$ cat src/rtl/itype_pkg.sv
// itype_pkg
// Shared definitions for the RV32I OP-IMM execution controller:
//   - opcode / funct3 / funct7 encodings used by the decoder
//   - sign-extension fix-up mask
//   - controller state type
//   - one-hot ALU operation type (field order = enable order:
//     addi, ori, xori, andi, slli, srli, srai)
package itype_pkg;

   localparam logic [6:0] OPCODE_OPIMM = 7'b0010011;

   localparam logic [2:0] F3_ADDI = 3'b000;
   localparam logic [2:0] F3_SLLI = 3'b001;
   localparam logic [2:0] F3_XORI = 3'b100;
   localparam logic [2:0] F3_SRXI = 3'b101;
   localparam logic [2:0] F3_ORI  = 3'b110;
   localparam logic [2:0] F3_ANDI = 3'b111;

   localparam logic [6:0] FUNCT7_ZERO = 7'b0000000;
   localparam logic [6:0] FUNCT7_SRA  = 7'b0100000;

   // Upper bits that a sign-extended 12-bit immediate sets when imm[11]=1
   localparam logic [31:0] SEXT_MASK = 32'hFFFF_F000;

   typedef enum logic [1:0] {
      ST_IDLE,
      ST_READ,
      ST_EXEC,
      ST_WB
   } state_t;

   typedef struct packed {
      logic addi;
      logic ori;
      logic xori;
      logic andi;
      logic slli;
      logic srli;
      logic srai;
   } op_t;

   localparam op_t OP_NONE = '0;

endpackage

$ cat src/rtl/itype_decode.sv
// itype_decode
// Combinational decoder for one OP-IMM instruction word.
// Ports:
//   instr  in  32  captured instruction word
//   op     out  7  one-hot operation (all zero when illegal)
//   legal  out  1  instruction is a supported OP-IMM encoding
//   imm    out 12  immediate to present to the ALU (shift amount only for shifts)
//   rs1    out  5  source register field
//   rd     out  5  destination register field
module itype_decode
   import itype_pkg::*;
(
   input  logic [31:0] instr,
   output op_t         op,
   output logic        legal,
   output logic [11:0] imm,
   output logic [4:0]  rs1,
   output logic [4:0]  rd
);

   logic [6:0]  opcode;
   logic [2:0]  funct3;
   logic [11:0] imm_raw;
   logic [6:0]  funct7;
   logic        is_shift;

   assign opcode  = instr[6:0];
   assign rd      = instr[11:7];
   assign funct3  = instr[14:12];
   assign rs1     = instr[19:15];
   assign imm_raw = instr[31:20];
   assign funct7  = imm_raw[11:5];

   // funct3 101 is shared by srli/srai; funct7 picks which one, and any
   // other funct7 leaves op all-zero so the instruction reads as illegal.
   always_comb begin
      op = OP_NONE;
      if (opcode == OPCODE_OPIMM) begin
         case (funct3)
            F3_ADDI: op.addi = 1'b1;
            F3_ORI:  op.ori  = 1'b1;
            F3_XORI: op.xori = 1'b1;
            F3_ANDI: op.andi = 1'b1;
            F3_SLLI: op.slli = (funct7 == FUNCT7_ZERO);
            F3_SRXI: begin
               op.srli = (funct7 == FUNCT7_ZERO);
               op.srai = (funct7 == FUNCT7_SRA);
            end
            default: op = OP_NONE;
         endcase
      end
   end

   assign legal    = |op;
   assign is_shift = op.slli | op.srli | op.srai;

   // Shifts only ever see the 5-bit shift amount, so srai's funct7 bit
   // cannot leak into the ALU's shift distance.
   assign imm = is_shift ? {7'b0000000, imm_raw[4:0]} : imm_raw;

endmodule

$ cat src/rtl/itype_exec_ctrl.sv
// itype_exec_ctrl
// Sequencer for the I-type immediate ALU. Accepts one OP-IMM instruction,
// reads rs1, fires exactly one ALU enable, corrects the zero-extended ALU
// result to RV32I sign-extended semantics, and writes rd back.
// Ports:
//   clk, rst                 clock, synchronous active-high reset
//   instr_valid/instr/instr_ready   instruction handshake
//   rs1_addr / rs1_rdata     register file read (combinational data)
//   alu_*_en                 one-hot ALU enables (EXEC only)
//   alu_opnd / alu_imm       ALU operand and immediate
//   alu_result               ALU output (combinational)
//   rd_we / rd_waddr / rd_wdata   register write-back
//   done / illegal           retire / reject pulse
//   retired_cnt / illegal_cnt     saturating counters
module itype_exec_ctrl
   import itype_pkg::*;
#(
   parameter bit SEXT_FIXUP = 1'b1,
   parameter int CNT_W      = 16
) (
   input  logic             clk,
   input  logic             rst,
   input  logic             instr_valid,
   input  logic [31:0]      instr,
   output logic             instr_ready,
   output logic [4:0]       rs1_addr,
   input  logic [31:0]      rs1_rdata,
   output logic             alu_addi_en,
   output logic             alu_ori_en,
   output logic             alu_xori_en,
   output logic             alu_andi_en,
   output logic             alu_slli_en,
   output logic             alu_srli_en,
   output logic             alu_srai_en,
   output logic [31:0]      alu_opnd,
   output logic [11:0]      alu_imm,
   input  logic [31:0]      alu_result,
   output logic             rd_we,
   output logic [4:0]       rd_waddr,
   output logic [31:0]      rd_wdata,
   output logic             done,
   output logic             illegal,
   output logic [CNT_W-1:0] retired_cnt,
   output logic [CNT_W-1:0] illegal_cnt
);

   localparam logic [CNT_W-1:0] CNT_ONE = {{(CNT_W-1){1'b0}}, 1'b1};

   state_t           state;
   state_t           state_next;
   logic [31:0]      instr_q;
   logic [31:0]      rs1_q;
   logic [31:0]      result_q;
   logic [CNT_W-1:0] retired_q;
   logic [CNT_W-1:0] illegal_q;
   logic [31:0]      fixed_result;
   op_t              op;
   op_t              alu_en;
   logic             legal;
   logic [11:0]      imm;
   logic [4:0]       rs1_field;
   logic [4:0]       rd_field;
   logic             accept;

   itype_decode u_decode (
      .instr (instr_q),
      .op    (op),
      .legal (legal),
      .imm   (imm),
      .rs1   (rs1_field),
      .rd    (rd_field)
   );

   assign accept = instr_valid & instr_ready;

   always_ff @(posedge clk) begin
      if (rst) begin
         state     <= ST_IDLE;
         instr_q   <= '0;
         rs1_q     <= '0;
         result_q  <= '0;
         retired_q <= '0;
         illegal_q <= '0;
      end else begin
         state <= state_next;
         if (accept) begin
            instr_q <= instr;
         end
         if (state == ST_READ) begin
            rs1_q <= rs1_rdata;
         end
         if (state == ST_EXEC) begin
            result_q <= alu_result;
         end
         if ((state == ST_READ) && !legal && (illegal_q != '1)) begin
            illegal_q <= illegal_q + CNT_ONE;
         end
         if ((state == ST_WB) && (retired_q != '1)) begin
            retired_q <= retired_q + CNT_ONE;
         end
      end
   end

   // The ALU treats the immediate as zero-extended. When imm[11] is set the
   // true RV32I immediate also has bits 31:12 set; each case below adds the
   // effect of those upper bits back in. Shifts are masked to imm[4:0] in
   // the decoder so imm[11] is always 0 for them.
   always_comb begin
      fixed_result = result_q;
      if (SEXT_FIXUP && imm[11]) begin
         if (op.addi) begin
            fixed_result = result_q - 32'h0000_1000;
         end else if (op.ori) begin
            fixed_result = result_q | SEXT_MASK;
         end else if (op.xori) begin
            fixed_result = result_q ^ SEXT_MASK;
         end else if (op.andi) begin
            fixed_result = result_q | (rs1_q & SEXT_MASK);
         end
      end
   end

   always_comb begin
      state_next  = state;
      instr_ready = 1'b0;
      rs1_addr    = '0;
      alu_en      = OP_NONE;
      alu_opnd    = '0;
      alu_imm     = '0;
      rd_we       = 1'b0;
      rd_waddr    = '0;
      rd_wdata    = '0;
      done        = 1'b0;
      illegal     = 1'b0;
      case (state)
         ST_IDLE: begin
            instr_ready = 1'b1;
            if (instr_valid) begin
               state_next = ST_READ;
            end
         end
         ST_READ: begin
            rs1_addr = rs1_field;
            if (legal) begin
               state_next = ST_EXEC;
            end else begin
               state_next = ST_IDLE;
               done       = 1'b1;
               illegal    = 1'b1;
            end
         end
         ST_EXEC: begin
            alu_en     = op;
            alu_opnd   = rs1_q;
            alu_imm    = imm;
            state_next = ST_WB;
         end
         ST_WB: begin
            rd_waddr   = rd_field;
            rd_wdata   = fixed_result;
            rd_we      = (rd_field != 5'd0);
            done       = 1'b1;
            state_next = ST_IDLE;
         end
         default: state_next = ST_IDLE;
      endcase
   end

   assign alu_addi_en = alu_en.addi;
   assign alu_ori_en  = alu_en.ori;
   assign alu_xori_en = alu_en.xori;
   assign alu_andi_en = alu_en.andi;
   assign alu_slli_en = alu_en.slli;
   assign alu_srli_en = alu_en.srli;
   assign alu_srai_en = alu_en.srai;

   assign retired_cnt = retired_q;
   assign illegal_cnt = illegal_q;

endmodule

$ cat config.mk
export PLATFORM = sky130hd
export DESIGN_NAME = itype_exec_ctrl
export DESIGN_NICKNAME = d
export VERILOG_FILES = /design/src/rtl/itype_pkg.sv /design/src/rtl/itype_decode.sv /design/src/rtl/itype_exec_ctrl.sv
export SDC_FILE = /design/constraint.sdc
export NUM_CORES = 1
export LEC_CHECK = 0
export BUFFER_PORTS_ARGS = -buffer_cell sky130_fd_sc_hd__buf_2
export CAP_MARGIN = 10
export CORE_ASPECT_RATIO = 0.7
export CORE_MARGIN = 2
export CORE_UTILIZATION = 51
export DETAILED_ROUTE_END_ITERATION = 7
export PLACE_DENSITY_LB_ADDON = 0.25
export SETUP_SLACK_MARGIN = 0.2
export SLEW_MARGIN = 20
export SYNTH_ARGS = -nofsm -noshare
export SYNTH_HDL_FRONTEND = slang
export SYNTH_SLANG_ARGS = --single-unit
$ cat constraint.sdc
create_clock -name clk -period 3.45 [get_ports clk]
set_clock_uncertainty 0.2 [all_clocks]
set_input_delay 0.345 -clock clk [delete_from_list [all_inputs] [get_ports clk]]
set_output_delay 0.345 -clock clk [all_outputs]
set_load 0.01 [all_outputs]
==> impl_metrics.csv <==
group,metric,value,unit
clocking,path_clk_slew,0.06,ns
final_layout,layout.cells.most_common,"buf_2",
setup_path,critPathRequiredTime,2.90,ns
setup_path,cp_cell_sequence,"inv_2, ha_4, or4b_4, nor4_4, buf_4, a21oi_1, o41ai_1, buf_2",
placement,dp_hpwl,14700,µm
placement,gp_congestion,0.952,
setup_path,path_buf_inv,3,
final_layout,multi_input_area,0.00380,mm²
hold_path,min_from,"alu_result[3]",
synth,yosys_warnings,0,
floorplan,dieArea,0.0140,mm²
grt,grt_pass1_vias,7156,
clocking,cts.sinks,130,
synth,synth_flop_cell,"dfxtp_1",
synth,synth-edff-count,0,
floorplan,die_w,141,µm
hold_path,hold_depth,3,
hold_path,hold_path_end,"result_q[3]",
sta,report.final.hold_viol_count,0,
setup_path,end_kind,"primary output",
floorplan,core-area,0.0126,mm²
setup_path,cp_top_family,"simple AND/OR/NAND/NOR gates",
synth,synthTopCellsByArea,"dfxtp_1 (39%), nand2_1 (12%), a21oi_1 (11%)",
floorplan,die_y,99.7,µm
clocking,root_buffer,"clkbuf_16",
synth,avgSynthCellArea,7.35,µm²
drt,avgViaCountPerCell,5.63,
synth,synthArstFlopShare,0,
status,status,"complete, no violations",
setup_path,arrival,2.74,ns
pwr,peakVddDrop,396,µV
setup_path,r2r_slack,0.75,ns
setup_path,start_kind,"flip-flop",
synth,yosysSeqAreaShare,0.390,
synth,synth_top_area_share,0.390,
synth,yosys.cell_types.count,62,
drt,ant_nets,0,
final_layout,final_area,0.00943,mm²
clocking,numCtsBuffers,17,
setup_path,critical_path_class,"flip-flop to primary output",
setup_path,r2r_start,"instr_q[12]",
final_layout,drive_gt1_frac,0.259,
sta,fin_crit_sh,0.952,
clocking,cts_max_level,4,
synth,synth_top_area_cell,"dfxtp_1",
placement,numPortBuffers,227,
final_layout,final_cell_mix,"buf_2 (226), nand2_1 (221), a21oi_1 (147)",
final_layout,fin_nets,1298,
final_layout,syn2layout_area_growth,41.3,%
pwr,powerDensity,390,mW/mm²
sta,rsz0062_at_grt,"yes",
grt,grt-ovfl-total,0,
sta,worstMarginPinSlew,1.01,ns
setup_path,cp_slowest_stage_delay,0.52,ns
grt,grt.total_usage,0.319,
sta,fmax,304,MHz
pwr,leakage,4.06,nW
drt,routed_wl,22700,µm
sta,slew_headroom,0.325,
floorplan,rows,34,
grt,grt_first_pass_wirelength,36300,µm
setup_path,critPathMaxFanout,6,
floorplan,pin_count,228,
drt,drc,0,
flow_run,max_cap_violations,0,
drt,routedWlPerCell,16.6,µm
sta,tns,0,ns
sta,drv_slew,0,
clocking,cts_tree,"built",
grt,grt_antenna_before_repair,1,
setup_path,reg2reg_to,"illegal_cnt[4]",
grt,grt_max_degree,98,
drt,dr.pass1.iters,5,
clocking,worstSkewPairLatency,0.41,ns
sta,setup_viol,0,
sta,fin_crit,3.28,ns
synth,syn_inst,908,
synth,synth_fp_nets,1010,
drt,num_vias,7722,
synth,ys_seq_elements,130,
floorplan,start_util,0.530,
clocking,clk_path_buf_depth,2,
drt,drt_iter0_markers,744,
setup_path,r2r_cells,5,
final_layout,fillCellCount,970,
placement,placed_area,0.00790,mm²
setup_path,slowest_stage,"or4b_4",
hold_path,hp-class,"input pin to flip-flop",
final_layout,seq_area,0.00261,mm²
synth,synth.cell_area,0.00667,mm²
## tightest hold or removal path: stages
cell and delay (ns):
buf_2 0.11, nand2_1 0.06, a21oi_1 0.06
## per-layer routing
layer,GRT usage,vias up,part of all wire
li1,-,3749,-
met1,0.445,3556,0.45
met2,0.504,384,0.44
met3,0.0660,33,0.086
met4,0.0931,0,0.015
met5,0,-,0
## report_power, final
part	switching (mW)	total, mW	internal [mW]
sequential	0.0436	1.59	1.54
clock	0.747	1.78	1.03
combinational	0.154	0.310	0.156
## sequential cells by signal, summed over array words and instances (netlist names), named ones only
register     cells
instr_q         32
retired_cnt     16
state            1
rs1_q           32
illegal_cnt     16
result_q        32
## through the flow
stage,instances,power (mW),utilization,hold WS [ns],setup slack [ns]
2_1_floorplan,908,1.73,-,0.232,0.741
3_3_place_gp,1247,1.84,0.628,0.238,0.480
3_5_place_dp,1247,1.84,0.628,0.242,0.432
4_1_cts,1369,3.68,0.744,0.00293,0.169
5_1_grt,1372,3.79,0.749,0.0117,0.164
6_report,1372,3.68,0.749,0.0172,0.166
## cell families after synthesis
group,after synthesis,synth area share
buffers and inverters,81,0.0478
adder cells (fa/ha/maj),3,0.00563
AND/OR/NAND/NOR,452,0.335
XOR/XNOR,12,0.0158
AO/OA/AOI/OAI,224,0.196
multiplexers,6,0.00938
flip-flops,130,0.390
## worst max path at each step
stage	startpoint	endpoint	cells past startpoint
6_report	result_q[12]	rd_wdata[28]	8
5_1_grt	result_q[12]	rd_wdata[28]	8
4_1_cts	result_q[13]	rd_wdata[28]	8
3_5_place_dp	result_q[13]	rd_wdata[30]	8
3_3_place_gp	result_q[13]	rd_wdata[30]	8
2_1_floorplan	result_q[12]	rd_wdata[30]	8
## area by class of cell
class,instances,area share
multi-input cells,697,0.403
flip-flops and latches,130,0.277
repair buffers,339,0.233
clock buffers,18,0.0466
well taps,162,0.0215
clock inverters,14,0.0149
inverters,11,0.00438
diodes,1,0.000265
## cells in the mapped netlist, drive strengths merged, types with 3 or more instances
master,instances
mux2i,4
and3,26
nor4,15
o41ai,4
buf,11
a211oi,5
nand2b,3
or3,9
nor3,20
o21ai,16
clkbuf,59
nor2,48
ha,3
o31ai,14
nor2b,4
dfxtp,130
o211ai,7
a31oi,4
or4,15
nand4,10
and2,49
xor2,5
xnor2,7
nand2,221
a2111oi,3
or4b,3
a21oi,149
and4,5
o21bai,4
nor4b,4
inv,11
nand3,15
## repair_timing
item	in CTS	in global routing
resized for setup	0	12
hold endpoints to repair	85	0
hold buffers	85	0
setup buffers	5	2
pin swaps	3	4
endpoints found under the setup margin	4	37
Power figures use the tool's default switching activity.
